==> src/rtl/watch_pkg.sv <==
// Shared types and constants for the watch time-setting controller.
//   bcd_t        : one BCD digit
//   ctrl_state_t : controller states RUN / SET_H / SET_M / COMMIT
//   sel_t        : field-select encoding (none / hours / minutes)
//   HOUR_*/MIN_* : wrap points of the two editable fields (23 and 59)
//   is_bcd()     : true when a nibble is a legal decimal digit
package watch_pkg;

  typedef logic [3:0] bcd_t;

  typedef enum logic [1:0] {
    RUN    = 2'd0,
    SET_H  = 2'd1,
    SET_M  = 2'd2,
    COMMIT = 2'd3
  } ctrl_state_t;

  typedef logic [1:0] sel_t;

  localparam bcd_t HOUR_T_MAX  = 4'd2;
  localparam bcd_t HOUR_O_WRAP = 4'd3;
  localparam bcd_t MIN_T_MAX   = 4'd5;
  localparam bcd_t DIGIT_MAX   = 4'd9;

  localparam sel_t SEL_NONE  = 2'd0;
  localparam sel_t SEL_HOURS = 2'd1;
  localparam sel_t SEL_MIN   = 2'd2;

  function automatic logic is_bcd(input bcd_t d);
    return (d <= DIGIT_MAX);
  endfunction

endpackage

==> src/rtl/watch_set_ctrl_if.sv <==
// Bus between the time-setting controller and its surroundings
// (buttons, BCD time counter, display).
//   mode_p, inc_p        : debounced single-cycle button pulses
//   cur_h_t..cur_m_o     : current BCD time from the counter
//   tick                 : one-cycle count enable to the counter
//   ld, ld_h_t..ld_m_o   : load strobe and value for the counter
//   edit, sel, blink     : display hints while setting
// Modports: master = controller side, slave = counter/button/display side.
interface watch_set_ctrl_if;
  import watch_pkg::*;

  logic mode_p;
  logic inc_p;
  bcd_t cur_h_t;
  bcd_t cur_h_o;
  bcd_t cur_m_t;
  bcd_t cur_m_o;
  logic tick;
  logic ld;
  bcd_t ld_h_t;
  bcd_t ld_h_o;
  bcd_t ld_m_t;
  bcd_t ld_m_o;
  logic edit;
  sel_t sel;
  logic blink;

  modport master (
    input  mode_p, inc_p, cur_h_t, cur_h_o, cur_m_t, cur_m_o,
    output tick, ld, ld_h_t, ld_h_o, ld_m_t, ld_m_o, edit, sel, blink
  );

  modport slave (
    output mode_p, inc_p, cur_h_t, cur_h_o, cur_m_t, cur_m_o,
    input  tick, ld, ld_h_t, ld_h_o, ld_m_t, ld_m_o, edit, sel, blink
  );

endinterface

==> src/rtl/watch_set_ctrl_bcd2_inc.sv <==
// Combinational two-digit BCD incrementer with wrap to 00.
// The wrap point is T_MAX:O_WRAP (23 for hours, 59 for minutes).
// Ports:
//   i_t, i_o : tens / ones digit in
//   o_t, o_o : incremented tens / ones digit
//   o_valid  : input is a legal value (both digits BCD, not above wrap point)
module bcd2_inc
  import watch_pkg::*;
#(
  parameter bcd_t T_MAX  = HOUR_T_MAX,
  parameter bcd_t O_WRAP = HOUR_O_WRAP
) (
  input  bcd_t i_t,
  input  bcd_t i_o,
  output bcd_t o_t,
  output bcd_t o_o,
  output logic o_valid
);

  always_comb begin
    o_t = i_t;
    o_o = i_o + 4'd1;
    if ((i_t == T_MAX) && (i_o == O_WRAP)) begin
      o_t = '0;
      o_o = '0;
    end else if (i_o == DIGIT_MAX) begin
      o_t = i_t + 4'd1;
      o_o = '0;
    end
  end

  // Tens above T_MAX is out of range regardless of ones, which also
  // rejects non-BCD tens digits since T_MAX < 9.
  assign o_valid = is_bcd(i_o) &&
                   ((i_t < T_MAX) || ((i_t == T_MAX) && (i_o <= O_WRAP)));

endmodule

==> src/rtl/watch_set_ctrl.sv <==
// Time-of-day controller: produces the count tick while running and
// sequences hours-then-minutes editing from the mode/inc buttons, finally
// loading the edited time into the BCD counter with a one-cycle strobe.
// Ports:
//   clk     : system clock
//   a_reset : asynchronous reset, active-high
//   bus     : watch_set_ctrl_if.master (buttons, current time, tick,
//             load strobe/value, edit/sel/blink display hints)
// Parameters:
//   TICK_DIV  : clk cycles per count tick (>= 2)
//   BLINK_DIV : clk cycles per blink half-period (only with BLINK_EN)
// Build option: define BLINK_EN to blink the selected field while setting;
// without it blink is constant 0.
module watch_set_ctrl
  import watch_pkg::*;
#(
  parameter int TICK_DIV  = 50_000_000,
  parameter int BLINK_DIV = 12_500_000
) (
  input  logic              clk,
  input  logic              a_reset,
  watch_set_ctrl_if.master  bus
);

  localparam int              PW        = $clog2(TICK_DIV);
  localparam logic [PW-1:0]   TICK_LAST = PW'(TICK_DIV - 1);

  ctrl_state_t    r_state;
  ctrl_state_t    w_next;
  logic [PW-1:0]  r_presc;

  bcd_t r_eh_t, r_eh_o, r_em_t, r_em_o;
  bcd_t r_ld_h_t, r_ld_h_o, r_ld_m_t, r_ld_m_o;

  logic w_mode;
  logic w_inc;
  logic w_tick;
  logic w_ld;
  logic w_edit;
  sel_t w_sel;

  bcd_t w_h_t_src, w_h_o_src, w_m_t_src, w_m_o_src;
  bcd_t w_h_t_inc, w_h_o_inc, w_m_t_inc, w_m_o_inc;
  logic w_h_valid, w_m_valid;

  // mode wins over a simultaneous inc
  assign w_mode = bus.mode_p;
  assign w_inc  = bus.inc_p & ~bus.mode_p;

  // In RUN the incrementers only serve as range checkers for the capture;
  // while editing they compute the next value of the edit registers.
  assign w_h_t_src = (r_state == RUN) ? bus.cur_h_t : r_eh_t;
  assign w_h_o_src = (r_state == RUN) ? bus.cur_h_o : r_eh_o;
  assign w_m_t_src = (r_state == RUN) ? bus.cur_m_t : r_em_t;
  assign w_m_o_src = (r_state == RUN) ? bus.cur_m_o : r_em_o;

  bcd2_inc #(.T_MAX(HOUR_T_MAX), .O_WRAP(HOUR_O_WRAP)) u_inc_h (
    .i_t     (w_h_t_src),
    .i_o     (w_h_o_src),
    .o_t     (w_h_t_inc),
    .o_o     (w_h_o_inc),
    .o_valid (w_h_valid)
  );

  bcd2_inc #(.T_MAX(MIN_T_MAX), .O_WRAP(DIGIT_MAX)) u_inc_m (
    .i_t     (w_m_t_src),
    .i_o     (w_m_o_src),
    .o_t     (w_m_t_inc),
    .o_o     (w_m_o_inc),
    .o_valid (w_m_valid)
  );

  always_ff @(posedge clk or posedge a_reset) begin
    if (a_reset) begin
      r_state <= RUN;
    end else begin
      r_state <= w_next;
    end
  end

  always_comb begin
    w_next = r_state;
    w_tick = 1'b0;
    w_ld   = 1'b0;
    w_edit = 1'b0;
    w_sel  = SEL_NONE;
    unique case (r_state)
      RUN: begin
        w_tick = (r_presc == TICK_LAST);
        if (w_mode) w_next = SET_H;
      end
      SET_H: begin
        w_edit = 1'b1;
        w_sel  = SEL_HOURS;
        if (w_mode) w_next = SET_M;
      end
      SET_M: begin
        w_edit = 1'b1;
        w_sel  = SEL_MIN;
        if (w_mode) w_next = COMMIT;
      end
      COMMIT: begin
        w_ld   = 1'b1;
        w_next = RUN;
      end
      default: w_next = RUN;
    endcase
  end

  // Prescaler only advances in RUN; any departure from RUN (and the whole
  // edit/commit sequence) leaves it at 0 so the first tick after COMMIT
  // lands on the TICK_DIV-th RUN cycle.
  always_ff @(posedge clk or posedge a_reset) begin
    if (a_reset) begin
      r_presc <= '0;
    end else if ((r_state == RUN) && !w_mode) begin
      r_presc <= w_tick ? '0 : r_presc + PW'(1);
    end else begin
      r_presc <= '0;
    end
  end

  always_ff @(posedge clk or posedge a_reset) begin
    if (a_reset) begin
      r_eh_t <= '0;
      r_eh_o <= '0;
      r_em_t <= '0;
      r_em_o <= '0;
    end else begin
      unique case (r_state)
        RUN: begin
          if (w_mode) begin
            r_eh_t <= w_h_valid ? bus.cur_h_t : '0;
            r_eh_o <= w_h_valid ? bus.cur_h_o : '0;
            r_em_t <= w_m_valid ? bus.cur_m_t : '0;
            r_em_o <= w_m_valid ? bus.cur_m_o : '0;
          end
        end
        SET_H: begin
          if (w_inc) begin
            r_eh_t <= w_h_t_inc;
            r_eh_o <= w_h_o_inc;
          end
        end
        SET_M: begin
          if (w_inc) begin
            r_em_t <= w_m_t_inc;
            r_em_o <= w_m_o_inc;
          end
        end
        default: ;
      endcase
    end
  end

  // Load value is latched on the way into COMMIT, so it is valid during
  // the ld cycle and then simply holds.
  always_ff @(posedge clk or posedge a_reset) begin
    if (a_reset) begin
      r_ld_h_t <= '0;
      r_ld_h_o <= '0;
      r_ld_m_t <= '0;
      r_ld_m_o <= '0;
    end else if ((r_state == SET_M) && w_mode) begin
      r_ld_h_t <= r_eh_t;
      r_ld_h_o <= r_eh_o;
      r_ld_m_t <= r_em_t;
      r_ld_m_o <= r_em_o;
    end
  end

`ifdef BLINK_EN
  localparam int             BW         = (BLINK_DIV > 1) ? $clog2(BLINK_DIV) : 1;
  localparam logic [BW-1:0]  BLINK_LAST = BW'(BLINK_DIV - 1);

  logic [BW-1:0] r_bcnt;
  logic          r_blink;

  // Restart the blink phase (visible) on any state change, on every inc,
  // and whenever we are not editing.
  always_ff @(posedge clk or posedge a_reset) begin
    if (a_reset) begin
      r_bcnt  <= '0;
      r_blink <= 1'b0;
    end else if ((w_next != r_state) || w_inc || !w_edit) begin
      r_bcnt  <= '0;
      r_blink <= 1'b0;
    end else if (r_bcnt == BLINK_LAST) begin
      r_bcnt  <= '0;
      r_blink <= ~r_blink;
    end else begin
      r_bcnt  <= r_bcnt + BW'(1);
    end
  end

  assign bus.blink = r_blink;
`else
  // BLINK_DIV has no effect in this build; folding it into a constant 0
  // keeps the parameter referenced.
  localparam logic BLINK_OFF = 1'b0 & (BLINK_DIV > 0);

  assign bus.blink = BLINK_OFF;
`endif

  assign bus.tick   = w_tick;
  assign bus.ld     = w_ld;
  assign bus.edit   = w_edit;
  assign bus.sel    = w_sel;
  assign bus.ld_h_t = r_ld_h_t;
  assign bus.ld_h_o = r_ld_h_o;
  assign bus.ld_m_t = r_ld_m_t;
  assign bus.ld_m_o = r_ld_m_o;

endmodule

==> src/flat_wrapper.sv <==
// flat-port wrapper written by rule: the top's interface ports become plain ports
module watch_set_ctrl_flat import watch_pkg::*;
#(
  parameter int TICK_DIV  = 50_000_000,
  parameter int BLINK_DIV = 12_500_000
)
  (clk, a_reset, bus_mode_p, bus_inc_p, bus_cur_h_t, bus_cur_h_o, bus_cur_m_t, bus_cur_m_o, bus_tick, bus_ld, bus_ld_h_t, bus_ld_h_o, bus_ld_m_t, bus_ld_m_o, bus_edit, bus_sel, bus_blink);
  watch_set_ctrl_if bus_i ();
  input  logic clk;
  input  logic a_reset;
  input wire logic [$bits(bus_i.mode_p)-1:0] bus_mode_p;
  input wire logic [$bits(bus_i.inc_p)-1:0] bus_inc_p;
  input wire logic [$bits(bus_i.cur_h_t)-1:0] bus_cur_h_t;
  input wire logic [$bits(bus_i.cur_h_o)-1:0] bus_cur_h_o;
  input wire logic [$bits(bus_i.cur_m_t)-1:0] bus_cur_m_t;
  input wire logic [$bits(bus_i.cur_m_o)-1:0] bus_cur_m_o;
  output wire logic [$bits(bus_i.tick)-1:0] bus_tick;
  output wire logic [$bits(bus_i.ld)-1:0] bus_ld;
  output wire logic [$bits(bus_i.ld_h_t)-1:0] bus_ld_h_t;
  output wire logic [$bits(bus_i.ld_h_o)-1:0] bus_ld_h_o;
  output wire logic [$bits(bus_i.ld_m_t)-1:0] bus_ld_m_t;
  output wire logic [$bits(bus_i.ld_m_o)-1:0] bus_ld_m_o;
  output wire logic [$bits(bus_i.edit)-1:0] bus_edit;
  output wire logic [$bits(bus_i.sel)-1:0] bus_sel;
  output wire logic [$bits(bus_i.blink)-1:0] bus_blink;
  assign bus_i.mode_p = bus_mode_p;
  assign bus_i.inc_p = bus_inc_p;
  assign bus_i.cur_h_t = bus_cur_h_t;
  assign bus_i.cur_h_o = bus_cur_h_o;
  assign bus_i.cur_m_t = bus_cur_m_t;
  assign bus_i.cur_m_o = bus_cur_m_o;
  assign bus_tick = bus_i.tick;
  assign bus_ld = bus_i.ld;
  assign bus_ld_h_t = bus_i.ld_h_t;
  assign bus_ld_h_o = bus_i.ld_h_o;
  assign bus_ld_m_t = bus_i.ld_m_t;
  assign bus_ld_m_o = bus_i.ld_m_o;
  assign bus_edit = bus_i.edit;
  assign bus_sel = bus_i.sel;
  assign bus_blink = bus_i.blink;
  watch_set_ctrl #(.TICK_DIV(TICK_DIV), .BLINK_DIV(BLINK_DIV)) u_core (.clk(clk), .a_reset(a_reset), .bus(bus_i));
endmodule
==> config.mk <==
export PLATFORM = sky130hd
export DESIGN_NAME = watch_set_ctrl_flat
export DESIGN_NICKNAME = d
export VERILOG_FILES = /design/src/rtl/watch_pkg.sv /design/src/rtl/watch_set_ctrl_if.sv /design/src/rtl/watch_set_ctrl_bcd2_inc.sv /design/src/rtl/watch_set_ctrl.sv /design/src/flat_wrapper.sv
export SDC_FILE = /design/constraint.sdc
export NUM_CORES = 1
export LEC_CHECK = 0
export ABC_AREA = 1
export CORE_MARGIN = 10
export CORE_UTILIZATION = 35
export CTS_CLUSTER_SIZE = 30
export DETAILED_ROUTE_END_ITERATION = 10
export DONT_BUFFER_PORTS = 1
export HOLD_SLACK_MARGIN = 0.1
export RECOVER_POWER = 100
export SKIP_LAST_GASP = 1
export SYNTH_ARGS = -nofsm -noshare
export SYNTH_HDL_FRONTEND = slang
export SYNTH_SLANG_ARGS = --single-unit
==> constraint.sdc <==
create_clock -name clk -period 2.67 [get_ports clk]
set_clock_uncertainty 0.1 [all_clocks]
set_input_delay 0.267 -clock clk [delete_from_list [all_inputs] [get_ports clk]]
set_output_delay 0.267 -clock clk [all_outputs]
set_load 0.05 [all_outputs]
* After elaboration in Yosys (flattened, before gate mapping)
Cells that the tools add are included.
** Operators by class
- $add $sub $neg :: 5
- Muxes and demuxes :: 38
- Equal/unequal tests :: 14
- Reduce and logical (&&, ||, !) cells :: 18
- Bitwise operators :: 2
- $lt $le $gt $ge :: 5
** Operator list (number)
- 4-bit two-way mux :: 24
- 26-bit two-way mux :: 2
- 4-bit one-hot mux with 2 select lines :: 4
- 26-bit by 1-bit adder with 26-bit output (second input constant) :: 1
- 26-bit equality test (second input constant) :: 1
- 4-bit by 1-bit adder with 4-bit output (second input constant) :: 4
- 3-bit AND reduction :: 3
- 4-bit by 2-bit equality test with 1-bit output (second input constant) :: 2
- 4-bit equality test (second input constant) :: 2
- 4-bit less-or-equal comparator (second input constant) :: 2
- 1-bit logical AND :: 8
- 2-bit one-hot mux with 4 select lines :: 1
- 2-bit two-way mux :: 3
- 2-bit inequality test (second input constant) :: 3
- 2-bit equality test (second input constant) :: 2
- 4-bit by 3-bit equality test with 1-bit output (second input constant) :: 1
- 4-bit by 2-bit less-or-equal comparator with 1-bit output (second input constant) :: 1
- 4-bit by 2-bit less-than comparator with 1-bit output (second input constant) :: 1
- 4-bit by 3-bit less-than comparator with 1-bit output (second input constant) :: 1
- 2-bit by 1-bit inequality test with 1-bit output (second input constant) :: 2
- 2-bit one-hot mux with 2 select lines :: 1
- 2-bit nonzero test :: 2
- 1-bit two-way mux :: 3
- 2-bit by 1-bit equality test with 1-bit output (second input constant) :: 1
- 6 further kinds :: 7
** Word-level totals
- Logic and storage cells :: 92
- Flip-flop bits (word level) :: 60
- Output and inout port bits :: 22

* Longest topological paths before layout
- Depth after elaboration :: 9
- Gate-level depth with buffers :: 15
- Mapped depth without buffers :: 14

* Cells and area by module
From an unflattened synthesis, not the netlist that was laid out.
** Second synthesis, totals
- Cell total of the unflattened synthesis :: 538
- Area, all modules :: 3898.7 µm²
** Modules (own cells, without submodules)
- watch_set_ctrl :: instances 1, cells each 450, area each 3392.0 µm²
- bcd2_inc (u_core.u_inc_h) :: instances 1, cells each 48, area each 257.7 µm²
- bcd2_inc (u_core.u_inc_m) :: instances 1, cells each 40, area each 249.0 µm²

* Worst setup path after synthesis
Ideal clock, no wire load.
- Path type :: flip-flop to flip-flop
- From :: register u_core.r_state[0]
- To :: register u_core.r_em_t[0]
- Stages on the path, launching flop included :: 11
- Setup slack :: 0.532 ns
- Arrival time :: 1.960 ns
- Required time :: 2.493 ns
- Setup time :: 0.077 ns
- Period minus slack after synthesis :: 2.138 ns
- Cells stage by stage :: dfrtp_1 -> inv_1 -> ha_1 -> buf_4 -> clkinv_1 -> a21oi_2 -> nor3_4 -> buf_4 -> nand2_1 -> inv_1 -> a21oi_1
** Between the ends
- Longest elaborated chain between the ends :: 9
- Elaborated cells on any way between the ends :: 23
** Ends and longest elaborated chain
- from (decl) :: line watch_set_ctrl.sv:28 : ctrl_state_t r_state;
- from (signal assigned) :: line watch_set_ctrl.sv:77 : r_state <= w_next;
- 2-bit logical NOT :: line watch_set_ctrl.sv:54, watch_set_ctrl.sv:55, watch_set_ctrl.sv:130
- 4-bit two-way mux, on equally long branches :: line watch_set_ctrl.sv:55, watch_set_ctrl.sv:54
- 4-bit less-or-equal comparator / 4-bit by 3-bit equality test with 1-bit output (equally long branches) :: line watch_pkg.sv:30, watch_set_ctrl_bcd2_inc.sv:35, watch_set_ctrl_bcd2_inc.sv:23
- 1-bit logical AND :: line watch_set_ctrl_bcd2_inc.sv:35 : ((i_t < T_MAX) || ((i_t == T_MAX) && (i_o <= O_WRAP)));
- 1-bit logical OR :: line watch_set_ctrl_bcd2_inc.sv:35
- 1-bit logical AND :: line watch_set_ctrl_bcd2_inc.sv:34 : assign o_valid = is_bcd(i_o) &&
- 4-bit two-way mux :: line watch_set_ctrl.sv:135 : r_em_t <= w_m_valid ? bus.cur_m_t : '0;
- 4-bit two-way mux :: line watch_set_ctrl.sv:132 : if (w_mode) begin
- 4-bit one-hot mux with 2 select lines :: line watch_set_ctrl.sv:130 : unique case (r_state)
- to (signal assigned) :: line watch_set_ctrl.sv:135
- to (signal assigned) :: line watch_set_ctrl.sv:147 : r_em_t <= w_m_t_inc;
- to (decl) :: line watch_set_ctrl.sv:32 : bcd_t r_eh_t, r_eh_o, r_em_t, r_em_o;
Parallel ways exist; a longest one is shown, timed or not. The select of a mux whose other input is x is not followed.
A chain may end at the register's enable or synchronous reset.

* Worst setup path after layout
- From :: register u_core.r_presc[0]
- To :: output port bus_tick
** Between the ends
- Longest elaborated chain between the ends :: 2
** Ends and longest elaborated chain
- from (decl) :: line watch_set_ctrl.sv:30 : logic [PW-1:0] r_presc;
- from (signal assigned) :: line watch_set_ctrl.sv:117 : r_presc <= w_tick ? '0 : r_presc + PW'(1);
- 26-bit equality test :: line watch_set_ctrl.sv:89 : w_tick = (r_presc == TICK_LAST);
- 1-bit two-way mux :: line watch_set_ctrl.sv:87 : unique case (r_state)
- to (decl) :: line flat_wrapper.sv:17 : output wire logic [$bits(bus_i.tick)-1:0] bus_tick;
No other way between the ends.

==> metrics.cfg <==
[outcome]
status = complete, no violations

[timing]
fin_tns_setup_ps = 0
period_needed_ps = 2470
hold_violations = 0
relSlewSlack_pct = 15.5
fmax_mhz = 405
finalMaxSlewViolations = 0
rsz0062_at_grt = false
setup_viol = 0
fin_crit_sh_pct = 92.4
hold_ws_ps = 113
tightest_slew_ps = 1270

[cts]
cts_tree = yes
cts_num_sinks = 60
clockBufferDepth = 2
cts_made_buffers = 9
clkTransAtPathRegs_ps = 80
cts_root_buffer = clkbuf_8
cts_max_level = 3
cts_setup_buffers = 0
clock_latency_ps = 340

[layout]
area_delta_synth_final_pct = 12.8
fin_area_sq_um = 4410
final_common_cell = nand2_1
postLayoutCoreUtil_pct = 40.5
diodes = 0
layout_common_cells = nand2_1 (149), nor2_1 (86), dfrtp_1 (60), inv_1 (57), nand3_1 (34)
post_route_cells_drive_above_1_share_pct = 11.8
nNetsFinal = 595
finalNonFillerCells = 709

[power]
power.leakage_nw = 2.03
ir_worst_vdd_mv = 0.708
cellPowerDensity_nw_per_um2 = 1190

[critical_path]
arrival_ps = 2100
path_max_fanout = 6
reg2reg_depth = 13
critPathLaunchType = register
crit_path_end_kind = output pin
cp.required_ps = 2300
critPathKind = reg2out

[yosys]
yosys.area.top_type_share_pct = 38.4
synth.distinct_cells = 36
yosysTopAreaCell = dfrtp_1
ys_seq_area_share_pct = 38.4
synthCells = 541
synth_area_leaders = dfrtp_1 (38%), nand2_1 (14%), nor2_1 (8.2%), inv_1 (5.4%), nand3_1 (4.5%)
ys_seq_elements = 60
avgSynthCellArea_sq_um = 7.23
syn_area_sq_um = 3910
synth_warnings = 0
syn_nets = 571

[drt]
vias = 3497
drt_iter0_markers = 172
totalWireLength_mm = 9.86
dr.pass1.iters = 4
vias_per_cell = 4.93
wl_per_cell_um = 13.9
ant_nets = 0
drc = 0

[die]
ioPinCount = 42
die_width_um = 126
die_area_sq_um = 15800
num_rows = 38
core_sq_um = 10900
initial_core_util_pct = 35.9
die_h_um = 126

[global_routing]
grt_pass1_wl_mm = 17.0
antenna_found_initial = 0
grt_overflow = 0
grtUsageTotal_pct = 12.6
grt_max_degree = 34
first_global_vias = 3540

[place]
gp_congestion = 0.902
dp.cells = 682
dpl_cell_area_sq_um = 4100
dp_hpwl_mm = 7.71
io_buffers = 0

[job]
maxCapViolCount = 0

[worst_hold_path]
hp-class = in2reg
hold_depth = 4

metrics by stage:
step                      setup WS [ps]  power (mW)
after floorplan                     532        3.80
after global placement              406        4.25
after detailed placement            276        4.30
after CTS                          81.6        5.34
after global routing               11.6        5.70
final                               202        5.24
what timing repair did:
action,4_1_cts,5_1_grt
endpoints found under the setup margin,0,2
hold buffers,12,0
gates resized for setup,0,2
endpoints found under the hold margin,44,0
registers in the layout, summed over array words and instances (netlist names):
| signal | count |
|---|---|
| u_core.bus.ld_h_o | 4 |
| u_core.bus.ld_h_t | 4 |
| u_core.bus.ld_m_o | 4 |
| u_core.bus.ld_m_t | 4 |
| u_core.r_eh_o | 4 |
| u_core.r_eh_t | 4 |
| u_core.r_em_o | 4 |
| u_core.r_em_t | 4 |
| u_core.r_presc | 26 |
| u_core.r_state | 2 |
cells in the mapped netlist (all sizes together):
master  number
a21oi       15
a22oi        2
a31oi        2
buf          8
clkbuf       3
clkinv       1
conb         1
dfrtp       60
ha          10
inv         61
mux2         6
nand2      164
nand3       35
nand3b       2
nand4       19
nor2        94
nor3        14
nor3b        2
o21ai       25
o22ai        3
xnor2        6
xor2         8
routing by layer:
layer / track usage (%) / share of wire [%]
met1: 15.5 / 44
met2: 20.7 / 47
met3: 4.53 / 7.6
met4: 2.98 / 0.97
met5: 0 / 0
worst max-delay path, cell delays in order, from the launching register on:
cell,delay (ps)
dfrtp_1,420
ha_1,190
nand2_1,140
nor3_4,290
inv_1,100
nor2_1,200
nand3_2,160
inv_1,80
buf_4,190
cells by family (layout without fill, tap and decap cells):
| kind of cell | count (synthesis) | in the layout | synth area share [%] |
|---|---|---|---|
| multiplexers | 6 | 6 | 1.73 |
| other | 1 | 1 | 0.0959 |
| AO/OA/AOI/OAI | 47 | 47 | 6.98 |
| XOR/XNOR | 14 | 14 | 3.14 |
| AND/OR/NAND/NOR | 330 | 330 | 38.2 |
| flip-flops | 60 | 60 | 38.4 |
| adder cells (fa/ha/maj) | 10 | 10 | 3.20 |
| buffers and inverters | 73 | 101 | 8.23 |
report_power, final:
group	internal [mW]	switching, mW	total (mW)	leakage (nW)
Combinational	0.814	1.70	2.51	1.13
Sequential	1.16	0.565	1.72	0.784
Clock	0.637	0.373	1.01	0.122
final cells by class:
cell class	count	area [sq um]
clock buffer	10	138
inverter	62	233
sequential	60	1500
tap	140	175
timing repair buffer	24	194
multi-input combinational	408	2070
clock inverter	5	100
fill	1137	6480
path summary, 6_finish.rpt:
kind,startpoint,to,slack [ps]
min reg2reg,u_core.r_eh_t[0],u_core.r_eh_t[0],390
min,bus_cur_h_t[1],u_core.r_eh_t[1],110
min in group asynchronous,a_reset,u_core.bus.ld_m_t[0],620
max reg2reg,u_core.r_state[1],u_core.r_eh_o[2],260
max,u_core.r_presc[0],bus_tick,200
max in group asynchronous,a_reset,u_core.bus.ld_h_o[3],730
(Power assumes the default switching activity.)
